<file path="config.mk">
export PLATFORM = sky130hd
export DESIGN_NAME = ps2_kbd_decoder
export DESIGN_NICKNAME = d
export VERILOG_FILES = /design/src/rtl/ps2_pkg.sv /design/src/rtl/sync_fifo.sv /design/src/rtl/ps2_kbd_decoder.sv
export VERILOG_INCLUDE_DIRS = /design/src /design/src/rtl
export SDC_FILE = /design/constraint.sdc
export NUM_CORES = 1
export LEC_CHECK = 0
export CAP_MARGIN = 5
export CORE_ASPECT_RATIO = 1.1
export CORE_MARGIN = 10
export CORE_UTILIZATION = 60
export DETAILED_ROUTE_END_ITERATION = 8
export GPL_TIMING_DRIVEN = 0
export PLACE_DENSITY = 0.8
export SYNTH_ARGS = -nofsm -noshare
export SYNTH_HDL_FRONTEND = slang
export SYNTH_SLANG_ARGS = --single-unit
</file>
<file path="constraint.sdc">
create_clock -name clk -period 5.25 [get_ports clk]
set_input_delay 1.05 -clock clk [delete_from_list [all_inputs] [get_ports clk]]
set_output_delay 1.05 -clock clk [all_outputs]
set_load 0.02 [all_outputs]
</file>
<file path="src/rtl/math.svh">
// math.svh: shared constant-math helpers for elaboration-time parameters.
`ifndef MATH_SVH
`define MATH_SVH
`define CEIL(x) (($rtoi(x) < (x)) ? $rtoi(x) + 1 : $rtoi(x))
`endif

</file>
<file path="src/rtl/ps2_pkg.sv">
// ps2_pkg: shared PS/2 keyboard types, FSM state codes and scan-code byte constants.
package ps2_pkg;
  typedef logic [2:0] state_e;
  localparam state_e S_IDLE = 3'd0;
  localparam state_e S_EXT = 3'd1;
  localparam state_e S_BRK = 3'd2;
  localparam state_e S_EXT_BRK = 3'd3;
  localparam state_e S_PAUSE = 3'd4;
  typedef struct packed {
    logic ext;
    logic rel;
    logic [7:0] code;
  } kbd_event_t;
  localparam logic [7:0] B_E0 = 8'hE0;
  localparam logic [7:0] B_F0 = 8'hF0;
  localparam logic [7:0] B_E1 = 8'hE1;
  localparam logic [7:0] B_FA = 8'hFA;
  localparam logic [7:0] B_FE = 8'hFE;
  localparam logic [7:0] B_AA = 8'hAA;
  localparam logic [7:0] B_FC = 8'hFC;
  localparam logic [7:0] B_00 = 8'h00;
  localparam logic [7:0] B_FF = 8'hFF;
endpackage

</file>
<file path="src/rtl/sync_fifo.sv">
// sync_fifo: synchronous FIFO with wrap-bit pointers, full/empty flags and head read from registered storage.
module sync_fifo #(
  parameter int WIDTH = 10,
  parameter int DEPTH = 8
) (
  input  logic             clk,
  input  logic             rst,
  input  logic             push,
  input  logic [WIDTH-1:0] din,
  input  logic             pop,
  output logic [WIDTH-1:0] dout,
  output logic             full,
  output logic             empty
);
  localparam int AW = $clog2(DEPTH);
  logic [WIDTH-1:0] mem [DEPTH];
  logic [AW:0] wp, rp;
  logic wr, rd;
  assign empty = wp == rp;
  assign full = (wp[AW] != rp[AW]) && (wp[AW-1:0] == rp[AW-1:0]);
  assign wr = push && (!full || pop);
  assign rd = pop && !empty;
  assign dout = mem[rp[AW-1:0]];
  always_ff @(posedge clk or posedge rst) begin
    if (rst) begin
      wp <= '0;
      rp <= '0;
      for (int i = 0; i < DEPTH; i++) mem[i] <= '0;
    end else begin
      if (wr) begin
        mem[wp[AW-1:0]] <= din;
        wp <= wp + (AW+1)'(1);
      end
      if (rd) rp <= rp + (AW+1)'(1);
    end
  end
endmodule

</file>
<file path="src/rtl/ps2_kbd_decoder.sv">
// ps2_kbd_decoder: scan-code set 2 decoder feeding a key-event FIFO and device-reply pulses.
// Optional typematic repeat filter enabled by defining PS2_KBD_REPEAT_FILTER_EN.
`include "math.svh"
module ps2_kbd_decoder
  import ps2_pkg::*;
#(
  parameter real FCLK_HZ = 50e6,
  parameter real PREFIX_TIMEOUT_S = 2e-3,
  parameter int  FIFO_DEPTH = 8
) (
  input  logic       clk,
  input  logic       rst,
  input  logic       rx_valid,
  input  logic [7:0] rx_data,
  input  logic       rx_err,
  output logic       ev_valid,
  input  logic       ev_ready,
  output logic [7:0] ev_code,
  output logic       ev_ext,
  output logic       ev_rel,
  output logic       ack_p,
  output logic       resend_p,
  output logic       bat_ok_p,
  output logic       bat_fail_p,
  output logic [2:0] err_flags,
  input  logic       err_clr
);
  localparam int TC = `CEIL(FCLK_HZ * PREFIX_TIMEOUT_S) - 1;
  localparam int CW = $clog2(TC + 1);
  localparam logic [CW-1:0] TC_V = CW'(TC);
  state_e state, state_n;
  logic [2:0] skip, skip_n;
  logic [CW-1:0] cnt;
  logic emit, keep, push_v, e2, tmo, ext_s, rel_s, full, empty, pop, ovf, idle_rx;
  kbd_event_t emit_d, push_d, head;
  assign tmo = state != S_IDLE && cnt == TC_V && !rx_valid;
  assign ext_s = state == S_EXT || state == S_EXT_BRK || rx_data == B_E0;
  assign rel_s = state == S_BRK || state == S_EXT_BRK || rx_data == B_F0;
  assign idle_rx = rx_valid && !rx_err && state == S_IDLE;
  always_comb begin
    state_n = state;
    skip_n = skip;
    emit = 1'b0;
    emit_d = '{ext: 1'b0, rel: 1'b0, code: rx_data};
    e2 = 1'b0;
    if (rx_valid && rx_err) state_n = S_IDLE;
    else if (rx_valid && state == S_IDLE) begin
      if (rx_data == B_E0) state_n = S_EXT;
      else if (rx_data == B_F0) state_n = S_BRK;
      else if (rx_data == B_E1) begin
        state_n = S_PAUSE;
        skip_n = 3'd7;
      end else if (rx_data == B_00 || rx_data == B_FF) e2 = 1'b1;
      else emit = !(rx_data == B_FA || rx_data == B_FE || rx_data == B_AA || rx_data == B_FC);
    end else if (rx_valid && state == S_PAUSE) begin
      skip_n = skip - 3'd1;
      emit = skip == 3'd1;
      emit_d.code = B_E1;
      state_n = skip == 3'd1 ? S_IDLE : S_PAUSE;
    end else if (rx_valid) begin
      // Prefix bytes inside a sequence accumulate rather than restart it
      if (rx_data == B_E0 || rx_data == B_F0) state_n = ext_s && rel_s ? S_EXT_BRK : ext_s ? S_EXT : S_BRK;
      else begin
        emit = 1'b1;
        emit_d.ext = ext_s;
        emit_d.rel = rel_s;
        state_n = S_IDLE;
      end
    end else if (tmo) state_n = S_IDLE;
  end
`ifdef PS2_KBD_REPEAT_FILTER_EN
  logic lm_v, lm_ext, lm_match;
  logic [7:0] lm_code;
  assign lm_match = lm_ext == emit_d.ext && lm_code == emit_d.code;
  assign keep = emit_d.rel || !(lm_v && lm_match);
  always_ff @(posedge clk or posedge rst) begin
    if (rst) begin
      lm_v <= 1'b0;
      lm_ext <= 1'b0;
      lm_code <= '0;
    end else if (rx_valid && rx_err) lm_v <= 1'b0;
    else if (emit && !emit_d.rel) begin
      lm_v <= 1'b1;
      lm_ext <= emit_d.ext;
      lm_code <= emit_d.code;
    end else if (emit && lm_match) lm_v <= 1'b0;
  end
`else
  assign keep = 1'b1;
`endif
  assign pop = ev_valid && ev_ready;
  assign ovf = push_v && full && !pop;
  assign ev_valid = !empty;
  assign {ev_ext, ev_rel, ev_code} = head;
  always_ff @(posedge clk or posedge rst) begin
    if (rst) begin
      state <= S_IDLE;
      skip <= '0;
      cnt <= '0;
      push_v <= 1'b0;
      push_d <= '0;
      ack_p <= 1'b0;
      resend_p <= 1'b0;
      bat_ok_p <= 1'b0;
      bat_fail_p <= 1'b0;
      err_flags <= '0;
    end else begin
      state <= state_n;
      skip <= skip_n;
      cnt <= (rx_valid || state == S_IDLE) ? '0 : cnt + CW'(1);
      push_v <= emit && keep;
      push_d <= emit_d;
      ack_p <= idle_rx && rx_data == B_FA;
      resend_p <= idle_rx && rx_data == B_FE;
      bat_ok_p <= idle_rx && rx_data == B_AA;
      bat_fail_p <= idle_rx && rx_data == B_FC;
      err_flags <= (err_clr ? 3'b000 : err_flags) | {e2 || tmo, ovf, rx_valid && rx_err};
    end
  end
  sync_fifo #(.WIDTH(10), .DEPTH(FIFO_DEPTH)) u_fifo (
    .clk(clk),
    .rst(rst),
    .push(push_v),
    .din(push_d),
    .pop(pop),
    .dout(head),
    .full(full),
    .empty(empty)
  );
endmodule

</file>
# Yosys cells after proc, flatten, opt, wreduce, memory -nomap -nowiden

Cells that the tools add are included.
Widths: inputs -> output; s select.

Register bits after elaboration: 129
Input bits: 14
Output and inout port bits: 18
Logic and storage cells: 144

$add $sub $neg: 4
Magnitude comparators: 3
Equal/unequal tests: 21
Muxes and demuxes: 46
Bitwise operators: 4
Reductions and logical operators: 44

Operators with widths:

| kind                  | count |
|---|---|
| $bwmux 80             | 1 |
| $eq 8x8->1 const B    | 8 |
| $mux 10               | 5 |
| $mux 3                | 15 |
| $bmux 10 s3           | 1 |
| $demux 10 s3          | 1 |
| $logic_and 1x1->1     | 19 |
| $add 17x1->17 const B | 1 |
| $eq 17x17->1 const B  | 1 |
| $mux 17               | 1 |
| $mux 1                | 15 |
| $logic_or 1x1->1      | 12 |
| $mux 2                | 6 |
| $add 4x1->4 const B   | 2 |
| $ge 4x4->1 const B    | 2 |
| $logic_not 8->1       | 1 |
| $mux 8                | 1 |
| $not 3->4             | 2 |
| $eq 3x1->1 const B    | 2 |
| $eq 3x2->1 const B    | 2 |
| $logic_not 1->1       | 6 |
| $ne 5x2->1 const B    | 1 |
| $reduce_and 5->1      | 1 |
| $reduce_bool 5->1     | 1 |
| other kinds (14)      | 15 |

# Longest topological paths before layout

Word-level depth: 11
Gate-level depth with buffers: 7
Gate-level depth less buffers: 6

# Modules after synthesis

A second synthesis with hierarchy kept.

Cells, all modules: 452
Area total of the unflattened synthesis: 6,079.6 um2

Modules (own cells, without submodules):

| module          | instances | cells an instance | area each (um2) |
|---|---|---|---|
| sync_fifo       | 1         | 259               | 4,103.9 |
| ps2_kbd_decoder | 1         | 193               | 1,975.6 |

# Worst setup path after synthesis

OpenSTA, ideal clock, no wires.

Path type: register -> output
Start: reg u_fifo.rp[0]
End: out ev_code[0]
Data arrival time: 1.624 ns
Data required time: 4.200 ns
Setup slack: 2.576 ns
Stages on the path, launching flop included: 5
Path buffers: 2
Cell sequence: dfrtp_1 buf_2 buf_2 mux4_2 mux2_2

Word-level cells in the longest chain between the ends: 4

Ends and longest elaborated chain:

| item                                       | line                  | source |
|---|---|---|
| from (decl)                                | sync_fifo.sv:17       | `logic [AW:0] wp, rp;` |
| from (signal assigned)                     | sync_fifo.sv:34       | `if (rd) rp <= rp + (AW+1)'(1);` |
| $not 3->4 (implied by the code)            | sync_fifo.sv:23       | `assign dout = mem[rp[AW-1:0]];` |
| $bmux 10 s3                                | sync_fifo.sv:23       |  |
| $mux 10 (implied by the code) (2 in a row) | sync_fifo.sv:23       |  |
| to (decl)                                  | ps2_kbd_decoder.sv:18 | `output logic [7:0] ev_code,` |

Every way passes these cells. The select of a mux whose other input is x is not followed.

# Worst setup path in the final report

Start: reg u_fifo.rp[1]
End: out ev_code[7]

Same word-level chain as after synthesis.

==> key figures <==
Logic synthesis
  • Post-synth cell types: 49
  • Largest cells by area after synthesis: dfrtp_1 (53%), mux2_2 (17%), mux4_2 (7.5%)
  • Yosys warning count: 0
  • Mapped Area: 6037 um^2
  • Register area share after synthesis: 53.47%
  • Flops & latches, synth: 129
  • Yosys top cell area share: 53.47%
  • Syn nets: 454
  • Syn_area_per_cell: 13.88 um^2
  • Synth Instances: 435
  • Post-synth top area cell: dfrtp_1

STA
  • Tightest Pin Transition: 0.9805 ns
  • Final setup vio count: 0
  • Hold slack: 0.4946 ns
  • Setup TNS: 0 ns
  • Final slew viol count: 0
  • Rel. slew slack: 33.71%
  • Final Hold Viols: 0
  • Final Skew: 0.007947 ns
  • Period utilization: 75.72%
  • Fin crit period: 3.976 ns
  • Unrepaired setup endpoints after global routing: false
  • Peak Freq: 251.5 MHz

Power
  • Switch Pwr: 1.177 mW
  • Part of the power in combinational logic: 32.9%
  • Clk pwr share: 30.5%
  • Pwr dens: 551.8 nW/um^2
  • Static leakage: 3.052 nW
  • Max VDD drop: 0.2858 mV
  • Total chip power: 3.921 mW
  • Sw Ratio: 30.02%
  • Int Pwr: 2.744 mW
  • Sequential share of power: 36.6%

Clock tree
  • Clock Sinks: 129
  • H-tree levels: 4
  • Post_cts resized: 0
  • Longest Clk Path Bufs: 2
  • CTS Hold Bufs: 0
  • Worst-Skew Late Latency: 0.51 ns
  • Clock root buffer master: clkbuf_8
  • Post-CTS Setup Bufs: 0
  • CTS buffer count: 17
  • CTS clk-pin slew, worst paths: 0.05 ns
  • CTS tree: yes

Drt
  • DR vias: 3809
  • Remaining DRCs: 0
  • Final ANT Viol Nets: 0
  • DR vias/cell: 6.204
  • Routed wire length: 12910 um
  • Initial DRC count: 215
  • Drt first pass iters: 4
  • WL/cell: 21.03 um

Global routing
  • Grt met2 use: 31.03%
  • Vias in the first global route: 3967
  • M1 GR Usage: 22.70%
  • GRT Overall Usage: 18.50%
  • M3 GR Usage: 5.022%
  • Initial antenna violation count: 0
  • GR peak layer: met2
  • GRT overflow: 0
  • Largest net degree at the start of global routing: 95
  • First-pass GRT wire length: 20730 um

Critical path
  • Slowest cell on crit path: clkbuf_1
  • Crit path max-delay family: buffers and inverters
  • CP peak stage delay: 0.64 ns
  • CP Data Arrival Time: 2.93 ns
  • Setup crit end kind: primary output
  • Critical setup path kind: reg2out
  • Bufs and invs on worst path: 3
  • Startpoint Class: flip-flop
  • Worst-path cell chain: buf_2, clkbuf_1, mux4_2, mux2_2, clkdlybuf4s50_1
  • CP required: 4.20 ns
  • Crit Path Max Fanout: 10

Placed design
  • DP Wirelength: 8387 um
  • Final GP Congestion: 0.8534
  • Port bufs: 29
  • # placed instances: 585

Floorplanning
  • Die footprint: 14480 um^2
  • Starting Density: 61.34%
  • DIE HEIGHT: 125.2 um
  • I/O pins: 32
  • Core area: 9842 um^2
  • Die W: 115.6 um
  • Floorplan row count: 38

Cells and area
  • Final design utilization: 72.21%
  • Nets: 503
  • Synthesis-to-finish area growth: 17.72%
  • Share of cells above drive strength 1: 33.00%
  • Ant diodes: 0
  • Commonest non-fill, non-tap cell in the layout: dfrtp_1
  • Post-Layout Cell Count: 614
  • Commonest non-fill, non-tap cells in the layout: dfrtp_1 (129), mux2_2 (92), clkdlybuf4s50_1 (29), nor2_1 (20), mux4_2 (20)

Run status
  • Status: completed

Job
  • Max-Cap Viols: 0

Min path
  • Worst hold path class: reg2reg
## area by class of cell
class                   count  area, um^2
plain buffers              20       101.3
clock buffers              23       466.7
clock inverters             6       130.1
fillers                   607        2735
inverters                   7       31.28
multi-input cells         279        2681
flip-flops and latches    129        3228
well taps                 120       150.1
repair buffers             30       317.8
## layer usage
| metal | vias up | part of all wire, % |
|---|---|---|
| li1 | 1714 | - |
| met1 | 1987 | 42 |
| met2 | 91 | 52 |
| met3 | 17 | 4.1 |
| met4 | 0 | 1.3 |
| met5 | - | 0 |
## cell usage after synthesis (all sizes together)
| cell | count |
|---|---|
| nand3 | 12 |
| a21oi | 6 |
| ha | 5 |
| a22oi | 1 |
| and4b | 1 |
| nor2b | 1 |
| and3 | 2 |
| or3 | 5 |
| xor2 | 15 |
| o21ai | 9 |
| a211o | 2 |
| nor3 | 5 |
| a221o | 1 |
| a41oi | 1 |
| or3b | 1 |
| a21bo | 1 |
| a32o | 1 |
| a22o | 1 |
| a32oi | 1 |
| nand2 | 9 |
| nand2b | 5 |
| or2 | 2 |
| buf | 8 |
| clkbuf | 12 |
| o22ai | 3 |
| mux4 | 20 |
| a31oi | 2 |
| nor2 | 21 |
| xnor2 | 8 |
| and2 | 5 |
| o211ai | 3 |
| a211oi | 10 |
| nand3b | 3 |
| inv | 7 |
| nand4 | 10 |
| dfrtp | 129 |
| and4 | 4 |
| or4b | 2 |
| nor3b | 2 |
| nor4bb | 2 |
| nor4b | 5 |
| mux2 | 92 |
## power groups by stage
stage                     Combinational (mW)  Clock (mW)  Sequential (mW)
after CTS                               1.31        1.20             1.43
after floorplan                        0.953           0             1.38
after detailed placement                1.29           0             1.44
after global routing                    1.39        1.25             1.46
after global placement                  1.24           0             1.41
final                                   1.29        1.19             1.44
## logic make-up after synthesis
| group | synth area share, % |
|---|---|
| adders and majority gates | 1.036 |
| DFF | 53.47 |
| muxes | 24.62 |
| and+or+nand+nor | 9.430 |
| xor gates and xnor gates | 3.337 |
| buffers and inverters | 2.114 |
| AOI/OAI and AO/OA | 5.990 |
## per-stage QoR
stage	setup WS, ns	instance area, um^2
after floorplan	0.7590	6037
after global placement	-0.7502	6477
after detailed placement	1.800	6510
after CTS	1.250	7107
after global routing	1.176	7107
final	1.274	7107
## flip-flops by register name, indices dropped and copies added (netlist names)
signal      cells
u_fifo.mem     80
cnt            17
push_d         10
u_fifo.rp       4
u_fifo.wp       4
err_flags       3
skip            3
state           3
ack_p           1
bat_fail_p      1
bat_ok_p        1
push_v          1
resend_p        1
## final timing paths
check	startpoint	endpoint	slack [ns]	cells past startpoint
worst max-delay path	u_fifo.rp[1]	ev_code[7]	1.27	5
worst min-delay path	err_flags[1]	err_flags[1]	0.49	1
worst max register to register	u_fifo.wp[0]	u_fifo.mem[34]	2.81	7
min in group asynchronous	rst	bat_ok_p	0.90	2
worst min register to register	err_flags[1]	err_flags[1]	0.49	1
max in group asynchronous	rst	u_fifo.mem[30]	3.63	3
Note: power is estimated with default switching activity, not from simulation.
